==> src/rtl/gpio_ahb_arbiter.sv <==
// Two-master AHB-Lite arbiter for the shared GPIO slave bus. Each master owns a one-deep
// buffer that holds an address phase which lost arbitration or arrived during a slave stall.
module gpio_ahb_arbiter #(
  parameter bit FIXED_PRIO = 1'b0
) (
  input  logic        HCLK,
  input  logic        HRESET,
  input  logic [31:0] M0_HADDR,
  input  logic [1:0]  M0_HTRANS,
  input  logic        M0_HWRITE,
  input  logic [2:0]  M0_HSIZE,
  input  logic [31:0] M0_HWDATA,
  output logic [31:0] M0_HRDATA,
  output logic        M0_HREADY,
  output logic        M0_HRESP,
  input  logic [31:0] M1_HADDR,
  input  logic [1:0]  M1_HTRANS,
  input  logic        M1_HWRITE,
  input  logic [2:0]  M1_HSIZE,
  input  logic [31:0] M1_HWDATA,
  output logic [31:0] M1_HRDATA,
  output logic        M1_HREADY,
  output logic        M1_HRESP,
  output logic [31:0] S_HADDR,
  output logic [1:0]  S_HTRANS,
  output logic        S_HWRITE,
  output logic [2:0]  S_HSIZE,
  output logic [31:0] S_HWDATA,
  output logic        S_HREADY,
  output logic        S_HMASTER,
  input  logic [31:0] S_HRDATA,
  input  logic        S_HREADYOUT,
  input  logic        S_HRESP
);
  typedef struct packed {
    logic [31:0] addr;
    logic [1:0]  trans;
    logic        write;
    logic [2:0]  size;
  } aphase_t;

  aphase_t [1:0] live;
  aphase_t [1:0] src;
  aphase_t [1:0] hold_q;
  aphase_t [1:0] hold_d;
  aphase_t       gnt;
  logic [1:0]    pend_q, pend_d;
  logic          dval_q, dval_d;
  logic          down_q, down_d;
  logic          last_q, last_d;
  logic [1:0]    hready, live_req, req, gsel, accept, capture;
  logic          gnt_any, winner;

  assign live[0] = {M0_HADDR, M0_HTRANS, M0_HWRITE, M0_HSIZE};
  assign live[1] = {M1_HADDR, M1_HTRANS, M1_HWRITE, M1_HSIZE};

  // A buffered master is kept in a stretched data phase until its transfer is granted.
  assign hready[0] = (dval_q && !down_q) ? S_HREADYOUT : !pend_q[0];
  assign hready[1] = (dval_q &&  down_q) ? S_HREADYOUT : !pend_q[1];

  assign live_req = {live[1].trans[1], live[0].trans[1]} & hready;
  assign req      = pend_q | live_req;
  assign src[0]   = pend_q[0] ? hold_q[0] : live[0];
  assign src[1]   = pend_q[1] ? hold_q[1] : live[1];

  always_comb begin
    gnt_any = |req;
    case (req)
      2'b01:   winner = 1'b0;
      2'b10:   winner = 1'b1;
      2'b11:   winner = FIXED_PRIO ? 1'b0 : ~last_q;
      default: winner = last_q;
    endcase
  end

  assign gnt     = winner ? src[1] : src[0];
  assign gsel    = gnt_any ? {winner, ~winner} : 2'b00;
  assign accept  = {2{S_HREADYOUT}} & gsel;
  // Any live request that is not taken by the slave this cycle must be buffered.
  assign capture = live_req & ~pend_q & ~accept;

  assign pend_d    = (pend_q | capture) & ~accept;
  assign dval_d    = S_HREADYOUT ? gnt_any : dval_q;
  assign down_d    = (S_HREADYOUT && gnt_any) ? winner : down_q;
  assign last_d    = (S_HREADYOUT && (&req)) ? winner : last_q;
  assign hold_d[0] = capture[0] ? live[0] : hold_q[0];
  assign hold_d[1] = capture[1] ? live[1] : hold_q[1];

  always_ff @(posedge HCLK) begin
    if (HRESET) begin
      pend_q <= 2'b00;
      dval_q <= 1'b0;
      down_q <= 1'b0;
      last_q <= 1'b1;
    end else begin
      pend_q <= pend_d;
      dval_q <= dval_d;
      down_q <= down_d;
      last_q <= last_d;
    end
  end

  always_ff @(posedge HCLK) begin
    hold_q <= hold_d;
  end

  assign S_HADDR   = gnt.addr;
  assign S_HTRANS  = gnt_any ? gnt.trans : 2'b00;
  assign S_HWRITE  = gnt.write;
  assign S_HSIZE   = gnt.size;
  assign S_HMASTER = winner;
  assign S_HWDATA  = down_q ? M1_HWDATA : M0_HWDATA;
  assign S_HREADY  = S_HREADYOUT;

  assign M0_HRDATA = S_HRDATA;
  assign M1_HRDATA = S_HRDATA;
  assign M0_HREADY = hready[0];
  assign M1_HREADY = hready[1];
  assign M0_HRESP  = dval_q & ~down_q & S_HRESP;
  assign M1_HRESP  = dval_q &  down_q & S_HRESP;

endmodule

==> config.mk <==
export PLATFORM = sky130hd
export DESIGN_NAME = gpio_ahb_arbiter
export DESIGN_NICKNAME = d
export VERILOG_FILES = /design/src/rtl/gpio_ahb_arbiter.sv
export SDC_FILE = /design/constraint.sdc
export NUM_CORES = 1
export LEC_CHECK = 0
export ABC_AREA = 1
export BUFFER_PORTS_ARGS = -buffer_cell sky130_fd_sc_hd__buf_4
export CELL_PAD_IN_SITES_DETAIL_PLACEMENT = 0
export CELL_PAD_IN_SITES_GLOBAL_PLACEMENT = 1
export CORE_ASPECT_RATIO = 0.5
export CORE_MARGIN = 2
export CORE_UTILIZATION = 32
export CTS_BUF_LIST = sky130_fd_sc_hd__clkbuf_8
export DETAILED_ROUTE_END_ITERATION = 10
export GPL_TIMING_DRIVEN = 0
export PLACE_DENSITY = 0.95
export REMOVE_ABC_BUFFERS = 1
export SYNTH_ARGS = -nofsm -noshare
export SYNTH_HDL_FRONTEND = slang
export SYNTH_SLANG_ARGS = --single-unit
==> constraint.sdc <==
create_clock -name HCLK -period 10.1 [get_ports HCLK]
set_clock_uncertainty 0.2 [all_clocks]
set_input_delay 1.01 -clock HCLK [delete_from_list [all_inputs] [get_ports HCLK]]
set_output_delay 1.01 -clock HCLK [all_outputs]
set_load 0.1 [all_outputs]
==> flow_metrics.tcl, run 1 <==
set metrics [dict create \
    synth_edf_count 76 \
    worstPathArrival_ns 3.90 \
    wl_per_cell_um 18.2 \
    die_y_um 90.1 \
    clkLatencyLatePin_ns 0.35 \
    cts_root_buffer "clkbuf_8" \
    critPathTopFamily "buffers and inverters" \
    via_per_inst 4.68 \
    port-buffer-count 219 \
    min_period_ns 5.11 \
    rows 31 \
    instances_no_fill 893 \
    cts_tree "built" \
    area_growth_pct 33.7 \
    r2r_cells 7 \
    rsz0062_at_grt "no" \
    worstHoldStart "last_q" \
    track_usage 0.202 \
    hold_buffers 0 \
    drt_wl_total_um 16200 \
    fp.dieW_um 176 \
    drv_cap 0 \
    r2r_start "down_q" \
    setup_viol 0 \
    synthTopCellsByArea "edfxtp_1, nand2_1, buf_4, mux2i_1, o21ai_1" \
    post_cts_buffers 0 \
    yosysMostFrequentCell "nand2_1" \
    ys_seq_area_frac 0.502 \
    r2r_setup_slack_ns 6.12 \
    worstSetupStartpointType "register" \
    initial_core_util 0.328 \
    io_pins 316 \
    synthTopCellsByCount "nand2_1, edfxtp_1, buf_4, mux2i_1, o21ai_1" \
    die_area_um2 15900 \
    synthCells 547 \
    min_to "last_q" \
    path_clk_slew_ns 0.08 \
    cts_buffers 9 \
    hp-class "reg2reg" \
    core_area_um2 14500 \
    syn_area_um2 4740 \
    ir_drop_uv 104 \
    cts_max_path_buffers 2 \
    crit_chain "clkinv_2 > nand3_2 > nand2_1 > nand2_1 > o21ai_4 > buf_12 > o21ai_0 > buf_4" \
    relSlewSlack 0.163 \
    drtIter0Drc 229 \
    drive_above_1_share 0.357 \
    whs_path_depth 2 \
    synth_flop_cell "edfxtp_1" \
    nets 866 \
    startpoint "down_q" \
    hold_viol_final 0 \
    synthArstFlopShare 0 \
    ys_ff_latch 81 \
    antenna_found_initial 0 \
    grt_pass1_vias 4106 \
    synth.distinct_cells 20 \
    critPathMaxStageDelay_ns 1.15 \
    status "finished, final reports clean" \
    critical_path_buf_inv_count 3 \
    hpwl_um 12300 \
    crit_path_frequent_cell "nand2_1" \
    cts_resized 0 \
    gp_congestion 0.772 \
    synth_top_area_share 0.481 \
    vias 4183 \
    p_per_area_nw_per_um2 189 \
    clock-sinks 81 \
    fillers 1446 \
    antenna_cells 0 \
    synth_warnings 0 \
    overflow 0 \
    r2r-end "hold_q[45]" \
    crit_required_ns 8.89 \
    synth_largest_area_cell "edfxtp_1" \
    worstMarginPinSlew_ns 1.25 \
    critPathCaptureType "output pin" \
    drc 0 \
    worst_hold_slack_ns 0.294 \
    grt_first_pass_wirelength_um 23900 \
    dp.cells 876 \
    ant_nets 0 \
    report.final.slew_viol_count 0 \
    htreeDepth 3 \
    avgSynthCellArea_um2 8.67 \
    fin_setup_tns_ns 0 \
    p_leak_uw 0.00294 \
    fin_crit_sh 0.506 \
    crit_fanout 38 \
    grt_max_degree 42 \
    max_freq_ghz 0.196 \
    slowest_stage "dfxtp_1" \
    dr.pass1.iters 6 \
    path_class "reg2out" \
]
[cell type report]
type,count,area [um2],share of cell area
Clock inverter,7,71.3,0.0112
Inverter,10,38.8,0.00612
Timing Repair Buffer,224,1770,0.279
Sequential cell,81,2380,0.376
Multi-Input combinational cell,364,1710,0.269
Clock buffer,9,124,0.0195
Tap cell,198,248,0.0391
[report_power, final]
group          internal (uW)  total (uW)  switching, uW
Sequential               396         412           16.3
Clock                    114         238            124
Combinational            130         547            417
[through the flow]
step                area (um2)  setup slack [ns]  utilization  total power [uW]
finish                    6340              4.99        0.438              1200
global route              6340              4.66        0.438              1250
detailed placement        6120              5.34        0.423               968
floorplan                 4110              4.30            -               811
global placement          6000              3.29        0.415               958
CTS                       6310              4.92        0.436              1210
[registers in the layout (all words and copies together) (netlist names)]
name,count
last_q,1
dval_q,1
down_q,1
pend_q,2
hold_q,76
[cell families (layout without fill, tap and decap cells)]
family | after synthesis | after routing | synth area share
muxes | 37 | 37 | 0.0781
AOI/OAI and AO/OA | 48 | 48 | 0.0536
buffers and inverters | 102 | 250 | 0.142
DFF | 81 | 81 | 0.502
and+or+nand+nor | 279 | 279 | 0.224
[worst register-to-register path, stage by stage, from the launching register on]
cell,delay [ns]
dfxtp_1,1.15
clkinv_2,0.79
nand3_2,0.31
nand2_1,0.07
nand2_1,0.14
a21oi_1,0.17
a21oi_4,0.59
buf_16,0.25
[worst max-delay path by stage]
stage,endpoint,slack [ns],cells past startpoint
2_1_floorplan,S_HADDR[31],4.30,4
3_3_place_gp,hold_q[10],3.29,4
3_5_place_dp,S_HADDR[31],5.34,8
4_1_cts,S_HADDR[31],4.92,8
5_1_grt,S_HADDR[10],4.66,8
6_report,S_HADDR[31],4.99,8
[layout by cell type (no fill, tap or decap)]
cell type / count
nand2_1: 268
buf_4: 219
edfxtp_1: 76
mux2i_1: 37
o21ai_1: 33
inv_1: 9
clkbuf_8: 9
a21oi_1: 6
o21ai_0: 5
nor2_1: 5
nand3_1: 4
dfxtp_1: 3
buf_16: 3
clkinv_2: 2
a21oi_4: 2
clkinvlp_4: 2
buf_12: 2
dfxtp_2: 2
inv_2: 1
nand3_2: 1
nand2_2: 1
o21ai_4: 1
a211oi_1: 1
inv_6: 1
clkinv_4: 1
bufinv_16: 1
[layer usage]
metal,vias to the layer above,wire (um),GRT usage
li1,2009,-,-
met1,1929,6590,0.229
met2,220,7150,0.309
met3,21,2180,0.134
met4,4,165,0.0399
met5,-,127,0.0769
(Power assumes the default switching activity.)
==> run 2, diff against run 1 <==
Settings changed: CORE_UTILIZATION 32 to 30, PLACE_DENSITY 0.95 to 0.93.
Clock period 10.1 ns to 5.2 ns, I/O delays scaled along.
==> run 2 against run 1 <==
Critical path type unchanged. Highest routed layer unchanged. Sequential power is 94% higher. Register-to-register slack got worse by 5.1 ns. Worst hold slack lost 0.15 ns. Total power is 99% higher. Non-clock buffer count did not move. Cell count up 0.67%. Clock-buffer cell count unchanged. Critical path depth unchanged.
==> flow_metrics.tcl, run 2 (same netlist as run 1, synthesis figures left out) <==
set metrics [dict create \
    post-place-ws_ns 0.785 \
    max_freq_ghz 0.212 \
    via_per_inst 4.64 \
    mostFrequentLayoutCells "nand2_1, buf_4, edfxtp_1" \
    min_period_ns 4.71 \
    clkLatencyLatePin_ns 0.35 \
    worstPathArrival_ns 3.99 \
    r2r-end "hold_q[71]" \
    worstSetupStartpointType "register" \
    r2r_cells 7 \
    cts_max_path_buffers 2 \
    relSlewSlack 0.163 \
    largest_reg_flops 76 \
    worstHoldStart "M1_HADDR[30]" \
    rsz0062_at_grt "no" \
    io_pins 316 \
    multiInputGateArea_um2 1710 \
    hp-class "in2reg" \
    fp.dieW_um 182 \
    nets 866 \
    grt_pass1_vias 4032 \
    cts_tree "built" \
    p_leak_uw 0.00295 \
    cts_buffers 9 \
    ant_nets 0 \
    core_area_um2 15400 \
    hpwl_um 12200 \
    vias 4172 \
    status "finished, final reports clean" \
    ir_drop_uv 161 \
    final_util 0.413 \
    worstMarginPinSlew_ns 1.25 \
    port-buffer-count 219 \
    r2r_start "down_q" \
    setup_viol 0 \
    r2r_setup_slack_ns 1.07 \
    dr.pass1.iters 5 \
    cts_root_buffer "clkbuf_8" \
    gp_congestion 0.742 \
    whs_path_depth 1 \
    drtIter0Drc 307 \
    area_growth_pct 34.4 \
    fillers 1521 \
    critPathCaptureType "output pin" \
    p_per_area_nw_per_um2 373 \
    initial_core_util 0.308 \
    clock-sinks 81 \
    die_y_um 92.9 \
    grt_first_pass_wirelength_um 23400 \
    drt_wl_total_um 16200 \
    wl_per_cell_um 18.0 \
    p_total_uw 2380 \
    cts_resized 0 \
    post_cts_buffers 0 \
    drive_above_1_share 0.357 \
    seq_area_um2 2380 \
    grt_max_degree 42 \
    hold_viol_final 0 \
    final_common_cell "nand2_1" \
    reg.largest.list "hold_q x76, pend_q x2" \
    drv_cap 0 \
    min_to "hold_q[74]" \
    htreeDepth 3 \
    hold_buffers 0 \
    crit_required_ns 4.48 \
    rows 32 \
    die_area_um2 16900 \
    path_clk_slew_ns 0.09 \
    antenna_cells 0 \
    report.final.slew_viol_count 0 \
    crit_fanout 37 \
    path_class "reg2out" \
    antenna_found_initial 0 \
    overflow 0 \
    design_area_um2 6370 \
    drc 0 \
    track_usage 0.186 \
    regMostFlops "hold_q" \
    setup_slack_ns 0.490 \
    fin_crit_sh 0.906 \
    placed_area_um2 6130 \
]
-- run 2: cell type report --
type                            count  area share
Clock buffer                        9      0.0194
Clock inverter                      7      0.0151
Inverter                           10     0.00609
Multi-Input combinational cell    364       0.268
Sequential cell                    81       0.374
Tap cell                          204      0.0400
Timing Repair Buffer              224       0.277
-- run 2: stage by stage --
step                      hold WS [ns]  instances  TNS, ns
after floorplan                  0.249        455   -0.331
after global placement           0.268        878  -107.12
after detailed placement         0.286        882        0
after CTS                        0.116        898        0
after global routing             0.109        899        0
final                            0.140        899        0
-- run 2: worst max path at each step --
| stage | start | end | slack, ns | depth (start not counted) |
|---|---|---|---|---|
| 2_1_floorplan | pend_q[0] | S_HADDR[31] | -0.11 | 4 |
| 3_3_place_gp | pend_q[1] | hold_q[10] | -1.75 | 4 |
| 3_5_place_dp | down_q | S_HADDR[23] | 0.79 | 8 |
| 4_1_cts | down_q | S_HADDR[23] | 0.36 | 8 |
| 5_1_grt | down_q | S_HADDR[23] | 0.1 | 8 |
| 6_report | down_q | S_HADDR[23] | 0.49 | 8 |
-- run 2: where the power goes --
part           leakage, uW  switching, uW  internal [uW]
sequential        0.000761           31.7            769
clock             0.000107            246            271
combinational      0.00208            807            252
-- run 2: layer usage --
layer	global-route usage	share of wire	up-vias
met5	0.0892	0.010	-
met4	0.0386	0.0066	4
met2	0.282	0.44	225
met3	0.122	0.14	15
met1	0.214	0.41	1918
li1	-	-	2010
-- run 2: worst max-delay path, stage by stage, from the launching register on --
cell and delay [ns]:
dfxtp_1 1.16, clkinv_2 0.79, nand3_2 0.30, nand2_1 0.08
nand2_1 0.15, o21ai_4 0.28, buf_12 0.29, o21ai_1 0.20
buf_4 0.33
